[src/rtl/gate_bist_pkg.sv]
// Shared types and constants for the gate-model BIST sequencer.
// Configuration macro used by the top level: BIST_ABORT_EN.
package gate_bist_pkg;

  localparam int unsigned NUM_PATTERNS_DEF = 256;
  localparam int unsigned SETTLE_DEF       = 2;
  localparam int unsigned PRPG_W_DEF       = 20;
  localparam int unsigned MISR_W_DEF       = 10;

  // Primitive-polynomial taps: PRPG uses bits 19 and 16, MISR uses bits 9 and 6.
  localparam logic [19:0] PRPG_TAPS = 20'h90000;
  localparam logic [9:0]  MISR_TAPS = 10'h240;

  typedef enum logic [2:0] {
    IDLE,
    SEED,
    WAIT,
    CAPTURE,
    DONE
  } state_e;

  function automatic logic is_run_state(state_e s);
    return (s == SEED) || (s == WAIT) || (s == CAPTURE);
  endfunction

endpackage

[src/rtl/bist_lfsr.sv]
// Fibonacci LFSR with synchronous load, step enable and a parallel XOR input.
// With xin tied to zero it is a pattern generator; with xin driven it is a MISR.
module bist_lfsr #(
  parameter int unsigned   W    = 20,
  parameter logic [W-1:0]  TAPS = '0
) (
  input  logic         clk,
  input  logic         rst,
  input  logic         load,
  input  logic         en,
  input  logic [W-1:0] load_val,
  input  logic [W-1:0] xin,
  output logic [W-1:0] q
);

  logic         feedback;
  logic [W-1:0] q_next;

  always_comb begin
    feedback = ^(q & TAPS);
    q_next   = {q[W-2:0], feedback} ^ xin;
  end

  always_ff @(posedge clk or posedge rst) begin
    if (rst) begin
      q <= '0;
    end else if (load) begin
      q <= load_val;
    end else if (en) begin
      q <= q_next;
    end
  end

endmodule

[src/rtl/gate_bist_sequencer.sv]
// BIST sequencer: PRPG vectors into a gate model, MISR compaction, golden compare.
// Optional abort input/aborted output enabled by defining BIST_ABORT_EN.
module gate_bist_sequencer
  import gate_bist_pkg::*;
#(
  parameter int unsigned NUM_PATTERNS = NUM_PATTERNS_DEF,
  parameter int unsigned SETTLE       = SETTLE_DEF,
  parameter int unsigned PRPG_W       = PRPG_W_DEF,
  parameter int unsigned MISR_W       = MISR_W_DEF
) (
  input  logic              clk,
  input  logic              rst,
  input  logic              start,
  input  logic [PRPG_W-1:0] seed,
  input  logic [MISR_W-1:0] golden,
  output logic [PRPG_W-1:0] dut_in,
  input  logic [MISR_W-1:0] dut_out,
  output logic              busy,
  output logic              done,
  output logic              pass,
  output logic [MISR_W-1:0] sig
`ifdef BIST_ABORT_EN
  ,
  input  logic              abort,
  output logic              aborted
`endif
);

  localparam int unsigned     CNT_W       = $clog2(NUM_PATTERNS + 1);
  localparam logic [CNT_W-1:0] CNT_LAST   = CNT_W'(NUM_PATTERNS - 1);
  localparam logic [CNT_W-1:0] CNT_ONE    = CNT_W'(1);
  localparam logic [3:0]       SETTLE_LAST = 4'(SETTLE - 1);

  state_e            state;
  logic [CNT_W-1:0]  cnt;
  logic [3:0]        wcnt;
  logic [PRPG_W-1:0] seed_nz;
  logic              lfsr_load;
  logic              lfsr_step;
  logic              run_aborted;

  // A zero seed would lock the PRPG at zero forever.
  assign seed_nz   = (seed == '0) ? PRPG_W'(1) : seed;
  assign lfsr_load = (state == SEED);
  assign lfsr_step = (state == CAPTURE);

`ifdef BIST_ABORT_EN
  assign run_aborted = aborted;
`else
  assign run_aborted = 1'b0;
`endif

  bist_lfsr #(
    .W    (PRPG_W),
    .TAPS (PRPG_TAPS)
  ) u_prpg (
    .clk      (clk),
    .rst      (rst),
    .load     (lfsr_load),
    .en       (lfsr_step),
    .load_val (seed_nz),
    .xin      ('0),
    .q        (dut_in)
  );

  bist_lfsr #(
    .W    (MISR_W),
    .TAPS (MISR_TAPS)
  ) u_misr (
    .clk      (clk),
    .rst      (rst),
    .load     (lfsr_load),
    .en       (lfsr_step),
    .load_val ('0),
    .xin      (dut_out),
    .q        (sig)
  );

  always_ff @(posedge clk or posedge rst) begin
    if (rst) begin
      state <= IDLE;
      cnt   <= '0;
      wcnt  <= '0;
      busy  <= 1'b0;
      done  <= 1'b0;
      pass  <= 1'b0;
`ifdef BIST_ABORT_EN
      aborted <= 1'b0;
`endif
    end else begin
      done <= 1'b0;
      unique case (state)
        IDLE: begin
          if (start) begin
            state <= SEED;
            busy  <= 1'b1;
          end
        end
        SEED: begin
          cnt   <= '0;
          wcnt  <= '0;
          pass  <= 1'b0;
`ifdef BIST_ABORT_EN
          aborted <= 1'b0;
`endif
          state <= WAIT;
        end
        WAIT: begin
          if (wcnt == SETTLE_LAST) begin
            wcnt  <= '0;
            state <= CAPTURE;
          end else begin
            wcnt <= wcnt + 4'd1;
          end
        end
        CAPTURE: begin
          if (cnt == CNT_LAST) begin
            state <= DONE;
            busy  <= 1'b0;
            done  <= 1'b1;
          end else begin
            cnt   <= cnt + CNT_ONE;
            state <= WAIT;
          end
        end
        DONE: begin
          pass  <= (sig == golden) && !run_aborted;
          state <= IDLE;
        end
        default: state <= IDLE;
      endcase
`ifdef BIST_ABORT_EN
      // Placed after the case so abort overrides the CAPTURE completion check.
      if (abort && is_run_state(state)) begin
        state   <= DONE;
        busy    <= 1'b0;
        done    <= 1'b1;
        aborted <= 1'b1;
      end
`endif
    end
  end

endmodule

[config.mk]
export PLATFORM = sky130hd
export DESIGN_NAME = gate_bist_sequencer
export DESIGN_NICKNAME = d
export VERILOG_FILES = /design/src/rtl/gate_bist_pkg.sv /design/src/rtl/bist_lfsr.sv /design/src/rtl/gate_bist_sequencer.sv
export SDC_FILE = /design/constraint.sdc
export NUM_CORES = 1
export LEC_CHECK = 0
export ABC_AREA = 0
export CELL_PAD_IN_SITES_DETAIL_PLACEMENT = 1
export CELL_PAD_IN_SITES_GLOBAL_PLACEMENT = 1
export CORE_ASPECT_RATIO = 0.5
export CORE_MARGIN = 2
export CORE_UTILIZATION = 32
export DETAILED_ROUTE_END_ITERATION = 6
export PLACE_DENSITY_LB_ADDON = 0.05
export SYNTH_ARGS = -nofsm -noshare
export SYNTH_HDL_FRONTEND = slang
export SYNTH_SLANG_ARGS = --single-unit
[constraint.sdc]
create_clock -name clk -period 2 [get_ports clk]
set_clock_uncertainty 0.15 [all_clocks]
set_input_delay 0.4 -clock clk [delete_from_list [all_inputs] [get_ports clk]]
set_output_delay 0.4 -clock clk [all_outputs]
set_load 0.03 [all_outputs]
==> key figures, run 1 <==
STA
  • RSZ-0062 raised after global routing: true
  • Worst-Margin Slew: 384 ps
  • # setup viols final: 0
  • Final Hold Viols: 0
  • Relative slew slack: 74.1%
  • Hold Slack: 318 ps
  • Fmax: 510 MHz
  • Pins over their slew limit: 0
  • Tmin final: 1960 ps
  • Tcrit/Tclk final: 98.1%

Power and ir drop
  • Combinational share of power: 50.5%
  • Worst vdd ir: 0.494 mV
  • Sw Ratio: 42.3%
  • Sequential share of power: 32.8%
  • Pwr dens: 1470 mW/mm^2
  • Leak: 1.68 nW
  • Psw: 2.26 mW
  • Clock power frac: 16.7%
  • Internal Power: 3.08 mW

Yosys
  • Yosys warns: 0
  • Post-synthesis sequential element count: 49
  • Commonest cells in the netlist: 49 x dfrtp_1, 46 x o21ai_0, 41 x nand2_1, 22 x mux2i_1, 17 x xnor2_1
  • Sequential-to-total area share from yosys stat: 48.7%
  • Post-synth EDFFs: 0
  • Post-Syn Area: 0.00252 sq mm
  • Post-Syn Nets: 303
  • Synth area leaders: dfrtp_1 49%, o21ai_0 9.1%, mux2i_1 8.7%
  • Synthesized area per cell: 9.84 sq um
  • Synth top area share: 48.7%
  • Synth unique cells: 37
  • Yosys top cell by area: dfrtp_1
  • Synth Flop Type: dfrtp_1
  • Synth Instances: 256
  • Most frequent cell after synthesis: dfrtp_1
  • FFs w/ async S/R, synth: 100%

Drt
  • Vias per cell: 4.80
  • Wire length per cell: 14.8 microns
  • Final ANT Viol Nets: 0
  • DR iter-0 viols: 75
  • DRC Markers: 0
  • Total number of vias: 2,139
  • DR pass1 iterations: 4
  • Final WL: 6.58 mm

CTS
  • CTS root buf: clkbuf_16
  • Clock-pin slew on the worst setup and hold paths: 60 ps
  • CTS tree: done
  • Latest clock arrival within the worst-skew pair: 290 ps
  • Total CTS buffers: 5
  • CTS max path bufs: 2
  • # H-tree levels: 2
  • Sink Count: 49
  • Post-CTS Hold Fix Bufs: 0

Final layout
  • Area of the multi-input gates: 0.00121 sq mm
  • Util after Layout: 48.5%
  • Number of nets in the final layout: 384
  • Inserted Diodes: 0
  • Number of fill cells: 844
  • Reg area: 0.00123 sq mm
  • Ratio of cells with drive above 1 in the final layout: 8.28%
  • Area growth from synthesis to layout: 44.0%

Die
  • Die area: 0.00864 sq mm
  • Die height: 66.8 microns
  • Initial Util: 33.7%
  • Die span in x: 129 microns
  • Rows: 22
  • Total core area: 0.00749 sq mm
  • Top-level port count: 76

Worst setup path
  • Critical Path Source: u_misr.q[7]
  • CP Class: reg -> out
  • Crit-path slowest cell: clkdlybuf4s50_1
  • Reg2reg end: cnt[7]
  • CP endpoint kind: output pin
  • Crit-path cells: clkdlybuf4s50_1
  • Worst Path Required: 1450 ps
  • WP buf/inv: 1
  • R2R cell count: 8
  • FF-to-FF setup slack: 50 ps
  • Worst reg2reg path startpoint: cnt[0]
  • CP max stage delay: 710 ps
  • CP Max Fanout: 4
  • Critical Path AT: 1410 ps
  • Crit path launch type: register
  • Delay-heaviest family, CP: buffers and inverters

Place
  • Routability cong.: 0.730
  • I/O Buffers: 75
  • Hpwl dp: 4.75 mm

Global routing
  • Antenna violations before repair: 0
  • Grt ovf: 0
  • Global-route wire length before repair: 10.5 mm
  • Number of global-route vias before repair: 2,049
  • Pin count of the biggest net entering global routing: 57
  • GRT Resource Usage Total: 16.0%

Worst hold path
  • Min-Delay Path Class: in -> async

Job
  • Max cap viols: 0

Status
  • Run status: finished, final reports clean
[timing repair]
action,4_1_cts,5_1_grt
setup endpoints to repair,1,9
gates resized for setup,1,11
pin swaps,0,0
buffers inserted,0,0
[worst max-delay path by stage]
| stage | endpoint | slack, ps | cells past startpoint |
|---|---|---|---|
| after floorplan | cnt[7] | 50 | 8 |
| after global placement | pass | -60 | 5 |
| after detailed placement | pass | -110 | 5 |
| after CTS | sig[0] | 6 | 1 |
| after global routing | cnt[5] | -50 | 9 |
| final | sig[7] | 40 | 1 |
[logic make-up after synthesis]
| logic type | synth area share (%) |
|---|---|
| muxes | 8.74 |
| DFF | 48.7 |
| buffers and inverters | 3.92 |
| AOI/OAI and AO/OA | 14.5 |
| adders and majority gates | 1.99 |
| xor gates and xnor gates | 8.34 |
| and+or+nand+nor | 13.9 |
[final cells by class]
class	count	share of cell area, %
flip-flops and latches	49	33.8
clock inverters	1	0.138
multi-input cells	188	33.3
inverters	6	0.621
clock buffers	7	4.21
well taps	108	3.72
repair buffers	87	24.2
[stage by stage]
stage | area (sq um) | worst slack (ps) | cells | total power [mW] | setup TNS [ps]
CTS | 3600 | 5.57 | 446 | 5.40 | 0
global placement | 3450 | -62.8 | 438 | 4.39 | -62.8
floorplan | 2520 | 46.7 | 256 | 3.41 | 0
global route | 3630 | -46.6 | 446 | 5.77 | -76.1
finish | 3630 | 38.0 | 446 | 5.33 | 0
detailed placement | 3450 | -112 | 438 | 4.48 | -112
[power groups by stage]
| stage | combinational (mW) | sequential [mW] | clock [mW] |
|---|---|---|---|
| after floorplan | 1.24 | 2.17 | 0 |
| after global placement | 2.64 | 1.75 | 0 |
| after detailed placement | 2.71 | 1.77 | 0 |
| after CTS | 2.71 | 1.76 | 0.927 |
| after global routing | 2.97 | 1.81 | 0.982 |
| final | 2.70 | 1.75 | 0.892 |
[per-layer routing]
metal | track usage [%] | share of wire [%] | vias to the layer above
met5 | 0 | 0 | -
met4 | 4.97 | 1.2 | 0
met3 | 5.78 | 6.8 | 9
met2 | 23.6 | 43 | 57
met1 | 22.0 | 49 | 1015
li1 | - | - | 1058
[cell usage in the layout, fill, tap and decap left out, types with 2 or more instances in the layout]
cell type / n
nand3_1: 2
o21ai_1: 2
nand2_1: 41
inv_1: 5
mux2i_1: 22
dfrtp_1: 49
xnor2_1: 17
nand4_1: 2
nor2_1: 9
buf_12: 2
clkbuf_16: 5
a21oi_1: 3
clkdlybuf4s50_1: 69
xor2_1: 7
a21o_1: 2
a211oi_1: 2
o21ai_0: 44
or4_1: 2
nor3b_1: 2
o41ai_1: 2
buf_4: 10
dlymetal6s2s_1: 5
o22ai_1: 2
nor4_1: 5
nor2_2: 2
clkbuf_8: 2
ha_2: 2
ha_1: 2
[state kept, by name, indices dropped and copies added (netlist names)]
name,cells
u_prpg.q,20
u_misr.q,10
cnt,9
wcnt,4
state,3
busy,1
done,1
pass,1
No activity file was read; power rests on OpenSTA's default activity.
==> inputs of run 2 (changes only) <==
Settings changed: CORE_UTILIZATION 32 to 40, SYNTH_HIERARCHICAL set to 1.
Clock period 2 ns to 2.3 ns, I/O delays scaled along.
==> run 2 against run 1 <==
  * Via count rose by 16%
  * Largest power group unchanged
  * Non-clock buffer count up 5
  * Power is 3.2% lower
  * Flip-flop and latch count unchanged
  * Die area down 7.2%
  * Utilization rose by 10 points
  * Critical path depth up 7
==> key figures, run 2 <==
Worst setup path
  • CP max stage delay: 510 ps (-200 ps)
  • Crit-path cells: ha_1, nand3_1, nor2_1, ha_2, nand4bb_1, buf_4, or4_1, a21oi_1
  • Crit-path slowest cell: or4_1
  • CP endpoint kind: register
  • CP Class: reg -> reg
  • Critical Path AT: 2260 ps (+850 ps)
  • CP Max Fanout: 10 (+6)
  • Crit path launch type: register
  • Worst Path Required: 2360 ps (+910 ps)

Yosys
  • Simple-Gate Fraction of Synth Area: 14.4% (+0.58 points)
  • Synthesized area per cell: 9.40 sq um (-4.5%)
  • Largest family of logic cells by synthesized area: simple AND/OR/NAND/NOR gates
  • Post-Syn Area: 0.00291 sq mm (+16%)
  • Synth top area share: 42.1% (-6.6 points)
  • Synth unique cells: 36 (-2.7%)
  • Commonest cells in the netlist: 49 x dfrtp_1, 32 x nand2_1, 30 x xor2_1, 28 x mux2i_1, 27 x o21ai_1
  • Synth Area in Adders: 1.72% (-0.27 points)
  • Yosys warns: 6 (+6)
  • Mux contribution to synthesized area: 9.62% (+0.88 points)
  • Post-synth EDFFs: 0 (unchanged)
  • Synth Flop Type: dfrtp_1
  • Synth area leaders: dfrtp_1 42%, mux2i_1 9.6%, xor2_1 9.0%
  • Sequential-to-total area share from yosys stat: 42.1% (-6.6 points)
  • FFs w/ async S/R, synth: 100% (unchanged)
  • Most frequent cell after synthesis: dfrtp_1
  • Yosys top cell by area: dfrtp_1
  • Post-synthesis sequential element count: 49 (unchanged)
  • Post-Synth XOR/XNOR Area: 12.6% (+4.3 points)
  • Synth Instances: 310 (+21%)
  • Synth Area in Compound Gates: 11.9% (-2.6 points)

STA
  • Setup TNS: 0 ps (unchanged)
  • Hold Slack: 380 ps (+62.3 ps)
  • Pins over their slew limit: 0 (unchanged)
  • # setup viols final: 0 (unchanged)
  • Fmax: 455 MHz
  • Tcrit/Tclk final: 95.7%
  • Final worst slack: 100 ps (+62.0 ps)
  • RSZ-0062 raised after global routing: false
  • Final Hold Viols: 0 (unchanged)
  • Tmin final: 2200 ps

Global routing
  • Number of global-route vias before repair: 2,767 (+35%)
  • Global-route wire length before repair: 13.6 mm (+30%)
  • Antenna violations before repair: 0 (unchanged)
  • Pin count of the biggest net entering global routing: 27 (-53%)
  • GRT Resource Usage Total: 21.2% (+5.2 points)
  • Grt ovf: 0 (unchanged)

Final layout
  • Commonest cells after routing, fill and taps aside: 75 x clkdlybuf4s50_1, 49 x dfrtp_1, 32 x nand2_1, 30 x xor2_1, 30 x conb_1
  • Max FFs per register: 20 (unchanged)
  • Number of fill cells: 797 (-5.6%)
  • Top flop regs: u_prpg/q: 20 flops, u_misr/q: 10 flops, cnt: 9 flops
  • Largest Register: u_prpg/q
  • Area growth from synthesis to layout: 38.0%
  • Inserted Diodes: 0 (unchanged)
  • Number of nets in the final layout: 451 (+17%)
  • Post-Layout Cell Count: 497 (+11%)
  • Ratio of cells with drive above 1 in the final layout: 7.41% (-0.88 points)
  • Util after Layout: 58.6% (+10 points)
  • Most common cell after layout, fill and taps aside: clkdlybuf4s50_1

Die
  • Die area: 0.00802 sq mm (-7.2%)
  • Total core area: 0.00686 sq mm (-8.4%)
  • Rows: 21 (-4.5%)
  • Initial Util: 42.5% (+8.8 points)
  • Die span in x: 125 microns (-3.7%)
  • Top-level port count: 76 (unchanged)
  • Die height: 64.3 microns (-3.6%)

Drt
  • Final WL: 7.95 mm (+21%)
  • DRC Markers: 0 (unchanged)
  • Final ANT Viol Nets: 0 (unchanged)
  • Wire length per cell: 16.0 microns (+8.4%)
  • DR iter-0 viols: 78 (+4.0%)
  • Total number of vias: 2,489 (+16%)
  • Vias per cell: 5.01 (+4.4%)
  • DR pass1 iterations: 4 (unchanged)

CTS
  • Total CTS buffers: 5 (unchanged)
  • Sink Count: 49 (unchanged)
  • CTS tree: done
  • Latest clock arrival within the worst-skew pair: 300 ps (about the same)
  • # H-tree levels: 2 (unchanged)
  • CTS root buf: clkbuf_16
  • CTS max path bufs: 2 (unchanged)
  • Clock-pin slew on the worst setup and hold paths: 70 ps (about the same)

Power and ir drop
  • Leak: 1.68 nW (-0.15%)
  • Pwr dens: 1290 mW/mm^2 (-13%)
  • Worst vdd ir: 0.530 mV (+7.4%)

Place
  • Placed insts: 487 (+11%)
  • Hpwl dp: 5.84 mm (+23%)
  • Dpl ws: -36.0 ps (+75.8 ps)
  • I/O Buffers: 75 (unchanged)
  • Routability cong.: 0.765 (+4.8%)

Worst hold path
  • Min-Delay Path Class: in -> async

Job
  • Max cap viols: 0 (unchanged)

Status
  • Run status: finished, final reports clean
==> run 2: changes by cell type after synthesis, sizes merged, moves of 3 or more <==
cell	previous run	this run
inv	6	9
xor2	7	30
mux2i	22	28
or3	0	3
a21oi	3	8
nand2	41	32
clkbuf	6	23
nand3	3	14
o211ai	0	3
xnor2	17	12
buf	7	11
nor2	12	7
==> run 2: worst max-delay path: cells and delay by family (launching register included) <==
family / cells / cell delay (ps)
AOI/OAI and AO/OA: 1 / 160
adders and majority gates: 2 / 400
buffers and inverters: 1 / 180
DFF: 1 / 380
and+or+nand+nor: 4 / 840
==> run 2: kinds of logic after synthesis <==
kind of cell	Yosys count
other cells	1
compound gates	62
xor+xnor	42
flops	49
simple gates	81
fa+ha+maj	4
buf+inv	43
mux	28
==> run 2: per-stage QoR <==
stage               area (sq um)  total power, mW
floorplan                   3020             3.34
global placement            3830             4.17
detailed placement          3830             4.29
CTS                         4000             5.19
global route                4020             5.52
finish                      4020             5.17
==> run 2: layout make-up <==
class                   count  area [sq um]  share of cell area, %
clock inverters             1          30.0                  0.747
repair buffers             92           891                   22.2
clock buffers               7           143                   3.55
inverters                   9          33.8                  0.841
multi-input cells         247          1580                   39.3
flip-flops and latches     49          1230                   30.5
well taps                  92           115                   2.86
==> run 2: layer usage <==
layer  track usage, %  routed length, microns  vias to the layer above
met3             5.36                     362                       11
li1                 -                       -                     1210
met5                0                       0                        -
met2             37.4                    3810                       58
met1             26.5                    3700                     1210
met4             5.06                      88                        0
==> run 2: path summary, 6_finish.rpt <==
check | endpoint | depth (start not counted) | from | slack [ps]
max in group asynchronous | u_misr/q[0] | 2 | rst | 1320
max | cnt[7] | 8 | cnt[0] | 100
max reg2reg | cnt[7] | 8 | cnt[0] | 100
min in group clk | cnt[1] | 2 | cnt[1] | 380
min reg2reg | cnt[1] | 2 | cnt[1] | 380
min | u_misr/q[9] | 2 | rst | 380
==> run 2: where the power goes <==
group	switching [mW]	internal [mW]	leakage, nW
sequential	0.428	1.23	0.593
combinational	1.42	1.23	0.998
clock	0.316	0.544	0.0841
total	2.16	3.00	1.68
==> run 2: repair_timing <==
item / 4_1_cts / 5_1_grt
hold buffers: 0 / 0
setup endpoints to repair: 0 / 4
setup buffers: 0 / 2
resized for setup: 0 / 1
